[config.mk]
export PLATFORM = sky130hd
export DESIGN_NAME = motor_spi_master
export DESIGN_NICKNAME = d
export VERILOG_FILES = /design/src/rtl/motor_spi_master.sv
export SDC_FILE = /design/constraint.sdc
export NUM_CORES = 1
export LEC_CHECK = 0
export CAP_MARGIN = 10
export CORE_MARGIN = 2
export CORE_UTILIZATION = 50
export CTS_BUF_LIST = sky130_fd_sc_hd__clkbuf_4 sky130_fd_sc_hd__clkbuf_8 sky130_fd_sc_hd__clkbuf_16
export CTS_CLUSTER_DIAMETER = 100
export DETAILED_ROUTE_END_ITERATION = 10
export PLACE_DENSITY = 0.76
export SYNTH_ARGS = -nofsm -noshare
export SYNTH_HDL_FRONTEND = slang
export SYNTH_SLANG_ARGS = --single-unit
[constraint.sdc]
create_clock -name clk -period 2.73 [get_ports clk]
set_clock_uncertainty 0.15 [all_clocks]
set_input_delay 0.546 -clock clk [delete_from_list [all_inputs] [get_ports clk]]
set_output_delay 0.546 -clock clk [all_outputs]
set_load 0.05 [all_outputs]
[src/rtl/motor_spi_master.sv]
// Mode-0 SPI master that ships a two-byte motor command (motor1 then motor2, MSB-first).
// Define MOTOR_SPI_READBACK_EN to capture sdi into rx_data; the default build has no rx_data port.
module motor_spi_master #(
  parameter int CLK_DIV = 4
) (
  input  logic       clk,
  input  logic       reset_n,
  input  logic       valid,
  input  logic [7:0] motor1,
  input  logic [7:0] motor2,
  output logic       ready,
  output logic       sck,
  output logic       sdo,
  output logic       cs_n,
  input  logic       sdi,
  output logic       done
`ifdef MOTOR_SPI_READBACK_EN
  ,
  output logic [15:0] rx_data
`endif
);

  localparam int DIV_W = (CLK_DIV > 1) ? $clog2(CLK_DIV) : 1;
  localparam logic [DIV_W-1:0] DIV_TC = DIV_W'(CLK_DIV - 1);

  typedef enum logic [2:0] {
    S_IDLE,
    S_SETUP,
    S_SHIFT,
    S_HOLD,
    S_DONE
  } state_t;

  state_t           r_state;
  state_t           w_state_nxt;
  logic [DIV_W-1:0] r_div;
  logic             w_tc;
  logic [15:0]      r_shift;
  logic [15:0]      w_shift_nxt;
  logic [4:0]       r_bitcnt;
  logic [4:0]       w_bitcnt_nxt;
  logic             r_sck;
  logic             r_sdo;
  logic             r_cs_n;
  logic             r_done;
  logic             w_sck_nxt;
  logic             w_sdo_nxt;
  logic             w_cs_n_nxt;
  logic             w_done_nxt;
  logic             w_rise;

  assign w_tc  = (r_div == DIV_TC);
  assign ready = (r_state == S_IDLE);
  assign sck   = r_sck;
  assign sdo   = r_sdo;
  assign cs_n  = r_cs_n;
  assign done  = r_done;

  always_ff @(posedge clk or negedge reset_n) begin
    if (!reset_n) r_state <= S_IDLE;
    else          r_state <= w_state_nxt;
  end

  // SHIFT ends after a full trailing low phase once all 16 bits are out
  always_comb begin
    w_state_nxt = r_state;
    case (r_state)
      S_IDLE:  if (valid) w_state_nxt = S_SETUP;
      S_SETUP: if (w_tc) w_state_nxt = S_SHIFT;
      S_SHIFT: if (w_tc && !r_sck && (r_bitcnt == 5'd0)) w_state_nxt = S_HOLD;
      S_HOLD:  if (w_tc) w_state_nxt = S_DONE;
      S_DONE:  w_state_nxt = S_IDLE;
      default: w_state_nxt = S_IDLE;
    endcase
  end

  always_comb begin
    w_sck_nxt    = r_sck;
    w_sdo_nxt    = r_sdo;
    w_cs_n_nxt   = r_cs_n;
    w_done_nxt   = 1'b0;
    w_shift_nxt  = r_shift;
    w_bitcnt_nxt = r_bitcnt;
    w_rise       = 1'b0;
    case (r_state)
      S_IDLE: begin
        w_sck_nxt  = 1'b0;
        w_cs_n_nxt = 1'b1;
        if (valid) begin
          w_shift_nxt  = {motor1, motor2};
          w_bitcnt_nxt = 5'd16;
          w_sdo_nxt    = motor1[7];
          w_cs_n_nxt   = 1'b0;
        end
      end
      S_SETUP: begin
        if (w_tc) begin
          w_sck_nxt = 1'b1;
          w_rise    = 1'b1;
        end
      end
      S_SHIFT: begin
        if (w_tc) begin
          if (r_sck) begin
            // Falling edge: advance data, except after the last bit
            w_sck_nxt    = 1'b0;
            w_bitcnt_nxt = r_bitcnt - 5'd1;
            if (r_bitcnt != 5'd1) begin
              w_shift_nxt = {r_shift[14:0], 1'b0};
              w_sdo_nxt   = r_shift[14];
            end
          end else if (r_bitcnt != 5'd0) begin
            w_sck_nxt = 1'b1;
            w_rise    = 1'b1;
          end
        end
      end
      S_HOLD: begin
        if (w_tc) begin
          w_cs_n_nxt = 1'b1;
          w_done_nxt = 1'b1;
          w_sdo_nxt  = 1'b0;
        end
      end
      default: ;
    endcase
  end

  always_ff @(posedge clk or negedge reset_n) begin
    if (!reset_n) begin
      r_div    <= '0;
      r_shift  <= '0;
      r_bitcnt <= '0;
      r_sck    <= 1'b0;
      r_sdo    <= 1'b0;
      r_cs_n   <= 1'b1;
      r_done   <= 1'b0;
    end else begin
      if ((w_state_nxt != r_state) || w_tc || (r_state == S_IDLE)) r_div <= '0;
      else r_div <= r_div + 1'b1;
      r_shift  <= w_shift_nxt;
      r_bitcnt <= w_bitcnt_nxt;
      r_sck    <= w_sck_nxt;
      r_sdo    <= w_sdo_nxt;
      r_cs_n   <= w_cs_n_nxt;
      r_done   <= w_done_nxt;
    end
  end

`ifdef MOTOR_SPI_READBACK_EN
  logic [15:0] r_rx_shift;
  logic [15:0] r_rx_data;

  // sdi is captured on each sck rise; the word is published as DONE is entered
  always_ff @(posedge clk or negedge reset_n) begin
    if (!reset_n) begin
      r_rx_shift <= '0;
      r_rx_data  <= '0;
    end else begin
      if (w_rise) r_rx_shift <= {r_rx_shift[14:0], sdi};
      if ((r_state == S_HOLD) && w_tc) r_rx_data <= r_rx_shift;
    end
  end

  assign rx_data = r_rx_data;
`else
  logic w_unused_rx;
  assign w_unused_rx = sdi | w_rise;
`endif

endmodule

==> run metrics <==
dpl hpwl 1919 um; Main synth FF type dfrtp_1; initial antenna violation count 0; area grow syn2layout 19.81%; worst-margin pin slew 0.6990 ns; initial DRC count 38; drt wl/cell 13.50 um; CTS buffer count 5; slowest CP cell clkdlybuf4s50_1; Crit path required time ~2.0 ns; Slew HR about 53%; Post-synth EDFFs 0; Die Width a little under 60 um; worst setup path class reg -> out; Cell Chain, Critical Path clkdlybuf4s50_1; die outline height 58.36 um; Worst Slack Setup Final approximately 0.35 ns; Worst EP arrival ~1.7 ns; vias in the first global route ~1100; core area between 2000 and 3000 um2; final hold slack roughly 0.3 ns; largest net degree at the start of global routing 30; CP startpoint kind register; ratio of cells with drive above 1 in the final layout a little over a tenth; # hold bufs at CTS 0; Crit. End Element output port; RSZ-0062 raised after global routing false; CP max stage delay around 0.86 ns; FMAX ~420 MHz; DR vias/cell 5.568; Design Area, Final roughly 1800 um2; fraction of registers with async set/reset between 90% and 100%; Final period util 87.06%; post-synthesis cell count 143; # setup viols final 0; Power Density 1011 nW/um2; most frequent cells after synthesis dfrtp_1, nand2_1, mux2i_1, o21ai_0, nor2_1; port bufs 23; Final Hold Vio Count 0; R2R Setup Slk 0.45 ns; final cell count without fillers approximately 200; Leak Pwr between 0.7 and 0.8 nW; setup slack after placement -0.02459 ns; warnings from Yosys 0; Max FO, Critical Path 8; global route total overflow 0; most instantiated library cell after synthesis dfrtp_1; hold path depth 1; Final GP Congestion 0.8269; clk slew on worst S/H paths approximately 0.080 ns; Syn Area/Cell ~10 um2; IO Count 25; Fill cells 245; Reg2Reg Depth 5; post-synthesis register bit count 29; hold endpoint r_div[0]; DRC Markers 0; share of the synthesized area in the top cell type 47.42%; final net count between 150 and 200; length of the first detailed-routing pass in iterations 4; outcome complete, no violations; Yosys top cell by area dfrtp_1; # clock sinks 29; dpl cells ~190; DP Area ~1700 um2; via count around 1100; first-pass GRT wire length between 4000 and 5000 um; Final Max Slew Viols 0; final core occ approximately 64%; post-synthesis sequential area ratio between 40% and 50%; Synth area leaders dfrtp_1, mux2i_1, nand2_1, o21ai_0, ha_1; Final Critical Period around 2.4 ns; H-tree Lvls 2; Pwr Total 1.790 mW; Antenna Violating Nets Remaining 0; ANT cells 0; CTS tree built; root buffer cell clkbuf_4; Distinct cells, synth 36; total of max-cap violations 0; Mapped Area roughly 1500 um2; Worst Path Buf+Inv 1; worst vdd ir between 600 and 700 uV; initial core utilization 53.13%; worst reg2reg path startpoint r_bitcnt[1]; DIE AREA about 3400 um2; Setup TNS 0 ns; Routed WL between 2000 and 3000 um; kind of cell adding the most delay to the critical path buffers and inverters; clk_lat worst skew ~0.33 ns; Mapped Nets between 150 and 200; r2r endpoint r_shift[13]; number of core rows 19; Hold Crit Start r_div[0]; Worst Setup SP sck; Worst Hold Class reg -> reg; GRT Total Usage ~18%; clock buffer depth 2
[state kept, by name (all words and copies together), names as in the netlist]
register	count
r_shift	15
done	1
sck	1
r_div	2
sdo	1
r_state	3
r_bitcnt	5
cs_n	1
[layout make-up]
cell class                      count  area [um2]  share of cell area [%]
Tap cell                           31       38.79                   2.191
Clock inverter                      2       10.01                  0.5654
Timing Repair Buffer               25       242.7                   13.71
Clock buffer                        6       45.04                   2.544
Sequential cell                    29       726.9                   41.06
Multi-Input combinational cell    102       691.9                   39.08
Inverter                            4       15.01                  0.8481
[report_power, final]
part / switching (mW) / total (mW) / internal (mW)
registers: 0.170 / 0.792 / 0.623
clock network: 0.149 / 0.257 / 0.108
logic: 0.423 / 0.741 / 0.318
total: 0.742 / 1.79 / 1.05
[metal layers]
layer	track usage (%)	part of all wire (%)
met2	30.34	47
met5	0	0
met1	20.78	46
met3	7.473	6.0
met4	6.645	1.8
[cells in the final DEF, fill, tap and decap left out, drive strengths merged]
cell	instances
dfrtp	28
nand2	22
clkdlybuf4s50	22
o21ai	19
mux2i	16
nor2	7
nor3	7
clkbuf	6
ha	4
inv	3
nand4	3
nand3	3
buf	3
clkinv	3
nor3b	2
mux2	2
xor2	2
nor4b	2
xnor2	1
nor2b	1
a21oi	1
o31a	1
nor4	1
o41ai	1
or4b	1
and2	1
a211oi	1
a41oi	1
or3	1
nand2b	1
a22oi	1
dfstp	1
[cells by family after synthesis]
| logic type | synth area share (%) |
|---|---|
| AND/OR/NAND/NOR | 18.46 |
| AO/OA/AOI/OAI | 10.08 |
| adder cells (fa/ha/maj) | 3.387 |
| XOR/XNOR | 1.778 |
| buffers and inverters | 4.741 |
| flip-flops | 49.20 |
| multiplexers | 12.36 |
[repair_timing]
| action | CTS | global route |
|---|---|---|
| endpoints found under the setup margin | 0 | 1 |
| buffers inserted | 0 | 0 |
| gates resized for setup | 0 | 1 |
[worst max-delay path by stage]
stage | endpoint | depth (start not counted)
global placement | r_shift[2] | 4
CTS | r_shift[3] | 5
global route | r_shift[13] | 5
floorplan | ready | 2
detailed placement | r_shift[3] | 4
finish | sck | 1
Power figures use the tool's default switching activity.
